--- src/rtl/int_ds_dispatch_queue_pkg.sv ---
// rtl/int_ds_dispatch_queue_pkg.sv - shared parameters and types for the int dispatch queue
package int_ds_dispatch_queue_pkg;

  localparam int ID_WIDTH  = 2;
  localparam int CDB_WIDTH = 2;
  localparam int DQ_DEPTH  = 4;
  localparam int DQ_IDX    = $clog2(DQ_DEPTH);
  localparam int PHY_W     = 6;
  localparam int ROB_W     = 6;

  typedef struct packed {
    logic [ROB_W-1:0] rob_id;
    logic [PHY_W-1:0] rs1_phy;
    logic             rs1_valid;
    logic [PHY_W-1:0] rs2_phy;
    logic             rs2_valid;
    logic [PHY_W-1:0] rd_phy;
    logic [4:0]       rd_arch;
    logic [1:0]       sel;
    logic [31:0]      imm;
    logic [6:0]       opcode;
  } uop_t;

  // One dispatch bundle: per-slot valid mask plus the uops themselves
  typedef struct packed {
    logic [ID_WIDTH-1:0]       valid;
    uop_t [ID_WIDTH-1:0]       uop;
  } dq_bundle_t;

endpackage

--- src/rtl/int_ds_dispatch_queue_match.sv ---
// rtl/int_ds_dispatch_queue_match.sv - CDB tag comparator for one source operand
module cdb_wakeup_match
  import int_ds_dispatch_queue_pkg::*;
(
  input  logic [PHY_W-1:0]                 rs_phy,
  input  logic [CDB_WIDTH-1:0]             cdb_valid,
  input  logic [CDB_WIDTH-1:0][PHY_W-1:0]  cdb_rd_phy,
  output logic                             hit
);

  // Any valid broadcast carrying this tag wakes the source; p0 is not special
  always_comb begin
    hit = 1'b0;
    for (int k = 0; k < CDB_WIDTH; k++) begin
      if (cdb_valid[k] && (cdb_rd_phy[k] == rs_phy)) hit = 1'b1;
    end
  end

endmodule

--- src/rtl/int_ds_dispatch_queue.sv ---
// rtl/int_ds_dispatch_queue.sv - bundle FIFO between rename and the int RS with CDB snooping
module int_ds_dispatch_queue
  import int_ds_dispatch_queue_pkg::*;
(
  input  logic                             clk,
  input  logic                             rst,
  input  logic                             flush,
  input  logic [ID_WIDTH-1:0]              rn_valid,
  input  uop_t [ID_WIDTH-1:0]              rn_uop,
  output logic                             rn_ready,
  output logic [ID_WIDTH-1:0]              to_rs_valid,
  output uop_t [ID_WIDTH-1:0]              to_rs_uop,
  input  logic                             to_rs_ready,
  input  logic [CDB_WIDTH-1:0]             cdb_valid,
  input  logic [CDB_WIDTH-1:0][PHY_W-1:0]  cdb_rd_phy
);

  localparam logic [DQ_IDX:0] DQ_FULL = DQ_DEPTH[DQ_IDX:0];

  dq_bundle_t        mem_q [DQ_DEPTH];
  dq_bundle_t        mem_d [DQ_DEPTH];
  logic [DQ_IDX-1:0] head_q, head_d, tail_q, tail_d;
  logic [DQ_IDX:0]   count_q, count_d;

  logic [DQ_DEPTH-1:0][ID_WIDTH-1:0] st_hit1, st_hit2;
  logic [ID_WIDTH-1:0] enq_hit1, enq_hit2, out_hit1, out_hit2;
  logic enq_fire, deq_fire;
  dq_bundle_t head_b;

  assign head_b   = mem_q[head_q];
  assign rn_ready = (count_q != DQ_FULL);
  assign enq_fire = (|rn_valid) && rn_ready;
  assign deq_fire = (count_q != '0) && to_rs_ready;

  for (genvar e = 0; e < DQ_DEPTH; e++) begin : g_st
    for (genvar w = 0; w < ID_WIDTH; w++) begin : g_slot
      cdb_wakeup_match u_m1 (.rs_phy(mem_q[e].uop[w].rs1_phy), .cdb_valid(cdb_valid),
                             .cdb_rd_phy(cdb_rd_phy), .hit(st_hit1[e][w]));
      cdb_wakeup_match u_m2 (.rs_phy(mem_q[e].uop[w].rs2_phy), .cdb_valid(cdb_valid),
                             .cdb_rd_phy(cdb_rd_phy), .hit(st_hit2[e][w]));
    end
  end

  for (genvar w = 0; w < ID_WIDTH; w++) begin : g_io
    cdb_wakeup_match u_e1 (.rs_phy(rn_uop[w].rs1_phy), .cdb_valid(cdb_valid),
                           .cdb_rd_phy(cdb_rd_phy), .hit(enq_hit1[w]));
    cdb_wakeup_match u_e2 (.rs_phy(rn_uop[w].rs2_phy), .cdb_valid(cdb_valid),
                           .cdb_rd_phy(cdb_rd_phy), .hit(enq_hit2[w]));
    cdb_wakeup_match u_o1 (.rs_phy(head_b.uop[w].rs1_phy), .cdb_valid(cdb_valid),
                           .cdb_rd_phy(cdb_rd_phy), .hit(out_hit1[w]));
    cdb_wakeup_match u_o2 (.rs_phy(head_b.uop[w].rs2_phy), .cdb_valid(cdb_valid),
                           .cdb_rd_phy(cdb_rd_phy), .hit(out_hit2[w]));
  end

  // Head bundle goes out with same-cycle wakeups folded in so the RS never misses them
  always_comb begin
    to_rs_valid = '0;
    to_rs_uop   = head_b.uop;
    for (int w = 0; w < ID_WIDTH; w++) begin
      to_rs_valid[w]         = (count_q != '0) && head_b.valid[w];
      to_rs_uop[w].rs1_valid = head_b.uop[w].rs1_valid | out_hit1[w];
      to_rs_uop[w].rs2_valid = head_b.uop[w].rs2_valid | out_hit2[w];
    end
  end

  // Next state: stored wakeup, then enqueue/dequeue, with flush overriding both
  always_comb begin
    mem_d   = mem_q;
    head_d  = head_q;
    tail_d  = tail_q;
    count_d = count_q;
    for (int e = 0; e < DQ_DEPTH; e++) begin
      for (int w = 0; w < ID_WIDTH; w++) begin
        if (mem_q[e].valid[w]) begin
          mem_d[e].uop[w].rs1_valid = mem_q[e].uop[w].rs1_valid | st_hit1[e][w];
          mem_d[e].uop[w].rs2_valid = mem_q[e].uop[w].rs2_valid | st_hit2[e][w];
        end
      end
    end
    if (flush) begin
      for (int e = 0; e < DQ_DEPTH; e++) mem_d[e].valid = '0;
      head_d  = '0;
      tail_d  = '0;
      count_d = '0;
    end else begin
      if (enq_fire) begin
        mem_d[tail_q].valid = rn_valid;
        for (int w = 0; w < ID_WIDTH; w++) begin
          mem_d[tail_q].uop[w]           = rn_uop[w];
          mem_d[tail_q].uop[w].rs1_valid = rn_uop[w].rs1_valid | enq_hit1[w];
          mem_d[tail_q].uop[w].rs2_valid = rn_uop[w].rs2_valid | enq_hit2[w];
        end
        tail_d = tail_q + 1'b1;
      end
      if (deq_fire) head_d = head_q + 1'b1;
      if (enq_fire && !deq_fire) count_d = count_q + 1'b1;
      else if (!enq_fire && deq_fire) count_d = count_q - 1'b1;
    end
  end

  // State registers; reset clears pointers and every slot valid
  always_ff @(posedge clk) begin
    if (rst) begin
      mem_q   <= '{default: '0};
      head_q  <= '0;
      tail_q  <= '0;
      count_q <= '0;
    end else begin
      mem_q   <= mem_d;
      head_q  <= head_d;
      tail_q  <= tail_d;
      count_q <= count_d;
    end
  end

endmodule

--- config.mk ---
export PLATFORM = sky130hd
export DESIGN_NAME = int_ds_dispatch_queue
export DESIGN_NICKNAME = d
export VERILOG_FILES = /design/src/rtl/int_ds_dispatch_queue_pkg.sv /design/src/rtl/int_ds_dispatch_queue_match.sv /design/src/rtl/int_ds_dispatch_queue.sv
export SDC_FILE = /design/constraint.sdc
export NUM_CORES = 1
export LEC_CHECK = 0
export CAP_MARGIN = 0
export CORE_MARGIN = 2
export CORE_UTILIZATION = 40
export CTS_BUF_LIST = sky130_fd_sc_hd__clkbuf_16
export CTS_CLUSTER_SIZE = 14
export DETAILED_ROUTE_END_ITERATION = 7
export GPL_TIMING_DRIVEN = 0
export SLEW_MARGIN = 20
export SYNTH_ARGS = -nofsm -noshare
export SYNTH_HDL_FRONTEND = slang
export SYNTH_SLANG_ARGS = --single-unit
--- constraint.sdc ---
create_clock -name clk -period 5.8 [get_ports clk]
set_input_delay 0.87 -clock clk [delete_from_list [all_inputs] [get_ports clk]]
set_output_delay 0.87 -clock clk [all_outputs]
set_load 0.1 [all_outputs]
* After elaboration in Yosys (flattened, before gate mapping) *
Index checks and enable logic that the tools add are counted.

storage, ports and cells
  logic and storage cells = 327
  bits in registers = 591
  bits of input ports = 164

operators by class
  bitwise gates (word level) = 27
  equal/unequal tests = 49
  magnitude comparators = 3
  reductions and logical operators = 62
  multiplexer cells = 95
  add/sub/neg operators = 4

operator list
  kind                 number
  $bwmux 584           7
  $demux 146 s2        7
  $mux 132             5
  $mux 570             1
  $mux 146             3
  $bmux 146 s2         1
  $eq 6x6->1           48
  $mux 144             1
  $mux 125             1
  $mux 72              1
  $mux 1               64
  $mux 60              1
  $logic_and 1x1->1    55
  $mux 53              1
  $or 1x1->1           24
  $ge 3x3->1 const B   2
  $mux 3               2
  $not 2->3            2
  $add 2x1->2 const B  2
  $reduce_or 2->1      2
  $add 3x1->3 const B  1
  $lt 3x1->1 const B   1
  $ne 3x3->1 const B   1
  $reduce_bool 3->1    1
  other kinds (5)      6

* Logic depth before layout (Yosys ltp) *
  word-level depth = 15
  gate-level depth with buffers = 11

* Cells and area by module *
From an unflattened synthesis, not the netlist that was laid out.

second synthesis, totals
  cell total of the unflattened synthesis = 2708
  area total of the unflattened synthesis = 30195.2 µm²

modules (own cells, without submodules)
  module                 cells each  area an instance (µm²)  instances  seq. area each (µm²)
  int_ds_dispatch_queue  2300        26982.1                 1          11831.3
  cdb_wakeup_match       17          133.9                   24         0.0

* Worst setup path before layout *
Ideal clock, no wire load.

  path kind = register -> output
  from = register head_q[0]
  to = output to_rs_uop[59] in the netlist's numbering
  slack = 1.314 ns
  required time = 4.930 ns
  arrival = 3.616 ns
  cell stages (with the launch flop) = 8
  cell sequence = dfxtp_1 > buf_4 > buf_4 > mux2i_1 > mux2i_1 > xor2_1 > nor4_1 > or3_1

RTL lines
  what                    RTL line                      RTL
  from (decl)             int_ds_dispatch_queue.sv:22   logic [DQ_IDX-1:0] head_q, head_d, tail_q, tail_d;
  from (signal assigned)  int_ds_dispatch_queue.sv:105  head_q <= '0;
  from (signal assigned)  int_ds_dispatch_queue.sv:110  head_q <= head_d;
  to (decl)               int_ds_dispatch_queue.sv:12   output uop_t [ID_WIDTH-1:0] to_rs_uop,

==> out/results.tsv <==
metric	value	unit
outcome	completed	
Hold Slack	0.4496	ns
Die Y-Extent	266.6	µm
TritonCTS Buffers	68	
Initial Utilization	0.4030	
top-area cell type share of the netlist area	0.4288	
placeable core area	0.06847	mm²
Post-synth EDFFs	0	
Netlist Area Pre-Place	0.02759	mm²
die extent in x	266.6	µm
fin crit period	5.426	ns
critical path arrival	4.56	ns
Worst VDD drop	0.2041	mV
IO Pins	311	
fin. max-slew vios	0	
vias in the first global route	23310	
ANT nets after route	0	
final hold vios	0	
Mean Syn Cell Area	8.516	µm²
clk_lat worst skew	0.61	ns
first-pass GRT wire length	151400	µm
drt first pass iters	6	
DP HPWL	71570	µm
Area Overhead vs Synth	21.34	%
LEAKAGE	11.23	nW
DIE AREA	0.07110	mm²
PwrDens	310.9	mW/mm²
ys flop type	dfxtp_1	
leading area contributor after synthesis	dfxtp_1	
FF-to-FF path depth	8	
CP peak stage delay	1.15	ns
largest net degree at the start of global routing	13	
setup ws final	0.3745	ns
IO buf count	273	
drt drc	0	
Max-slew headroom	0.1295	
Nets	3753	
Cell variety after synth	40	
wire per inst	22.79	µm
Hold-fix buffers, CTS	0	
grt total ovfl	0	
post_cts resized	0	
Post-CTS Setup Inserts	0	
Final setup viols	0	
Worst path depth	7	
Hold Crit Depth	2	
Startpoint Class	register	
CTS clk-pin slew, worst paths	0.06	ns
CTS tree	yes	
synthesized instance count	3240	
clock sink count	591	
fraction of layout instances using a drive strength above 1	0.1047	
Crit-path slowest cell	clkdlybuf4s50_1	
setup_tns	0	ns
Worst Path Max Fanout	10	
setup slack, reg-to-reg	2.70	ns
Root Driver	clkbuf_16	
Routed WL	103000	µm
Slew @ Worst Pin	1.306	ns
Final Cycle Share	0.9354	
post-route total power	10.41	mW
reg2reg start	count_q[0]$_SDFFE_PP0P_	
Crit path max-delay family	buffers and inverters	
via count	25010	
# fillers	6652	
ranking of synthesized cells by area	dfxtp_1, nand2_1, mux4_2	
Ys Warns	0	
most used cell, CP	buf_2	
clock tree buffer depth	3	
Post-synth ARST share	0	
fin cells	4520	
GPL Wtd Cong	0.9879	
Post-DP Area	0.03143	mm²
maxcap violations	0	
FMAX	0.1843	GHz
number of DRC markers in iteration 0	2338	
initial antenna violation count	18	
RSZ-0062 raised after global routing	false	
Req. time, crit path	4.93	ns
critical path type	reg2out	
Cell Chain, Critical Path	buf_4 > buf_2 > buf_2 > buf_2 > buf_2 > mux4_2 > clkdlybuf4s50_1	
Final Skew	0.02475	ns
top cells by count, synth	nand2_1, dfxtp_1, a21oi_1	
CP Buf/Inv Count	6	
fin util	0.4890	
synthesized net count	3410	
row cnt	96	
count leader, synth	nand2_1	
cell area after layout	0.03348	mm²
Min-Delay Path Class	reg2reg	
register bit total from synthesis	591	
all-layer global routing usage	0.2838	
CP endpoint kind	output port	
routed vias/inst	5.533	
register area share after synthesis	0.4288	
H-Tree Depth	3	
dpl ws	0.9947	ns
Inst Count DP	4395	
[tightest hold or removal path: stages (launching register included)]
cell and delay [ns]:
dfxtp_1 0.30, nand2_1 0.05, a21oi_1 0.05
[final cells by class]
type	count	area (µm²)	area share
repair buffers	273	2728	0.08147
plain buffers	290	1400	0.04182
multi-input cells	2354	14350	0.4285
clock inverters	47	282.8	0.008445
flip-flops and latches	591	11830	0.3534
clock buffers	70	1752	0.05232
diodes	8	20.02	0.0005979
well taps	882	1104	0.03296
inverters	5	18.77	0.0005605
[per-layer routing]
metal	global-route usage	up-vias	share of wire
met5	0	-	0.00098
met4	0.09520	16	0.029
met3	0.07067	191	0.097
met2	0.4459	1183	0.46
met1	0.3812	12040	0.41
li1	-	11580	-
[power breakdown]
group          switching [mW]  internal, mW  total [mW]
registers              0.0987          4.19        4.29
logic                    1.49         0.617        2.11
clock network            1.74          2.27        4.01
[worst max path at each step]
stage	from	endpoint
2_1_floorplan	head_q[0]$_SDFFE_PP0P_	to_rs_uop[59]
3_3_place_gp	cdb_valid[1]	to_rs_uop[59]
3_5_place_dp	cdb_valid[1]	to_rs_uop[59]
4_1_cts	head_q[0]$_SDFFE_PP0P_	to_rs_uop[49]
5_1_grt	head_q[0]$_SDFFE_PP0P_	to_rs_uop[49]
6_report	head_q[1]$_SDFFE_PP0P_	to_rs_uop[143]
[placed cells by master (no fill, tap or decap), types with 8 or more instances in the layout]
master and instances:
xor2_1 151, nor4_1 45, clkbuf_1 118, nor2_1 22, buf_1 32, buf_2 91, a221oi_1 16, dfxtp_1 591
diode_2 8, mux2i_1 14, buf_4 42, xnor2_1 142, o21ai_0 19, clkinv_2 9, nand3_1 8, clkdlybuf4s50_1 272
clkinv_1 14, nand4_1 46, mux4_2 143, nand2_1 1137, inv_1 22, clkbuf_16 70, a21oi_1 571
[kinds of logic after synthesis]
group	Yosys count	share of synthesized area
AOI/OAI and AO/OA	615	0.1151
buffers and inverters	295	0.05129
and+or+nand+nor	1283	0.1870
xor gates and xnor gates	293	0.09300
adders and majority gates	6	0.002993
muxes	157	0.1218
DFF	591	0.4288
(Power assumes the default switching activity.)
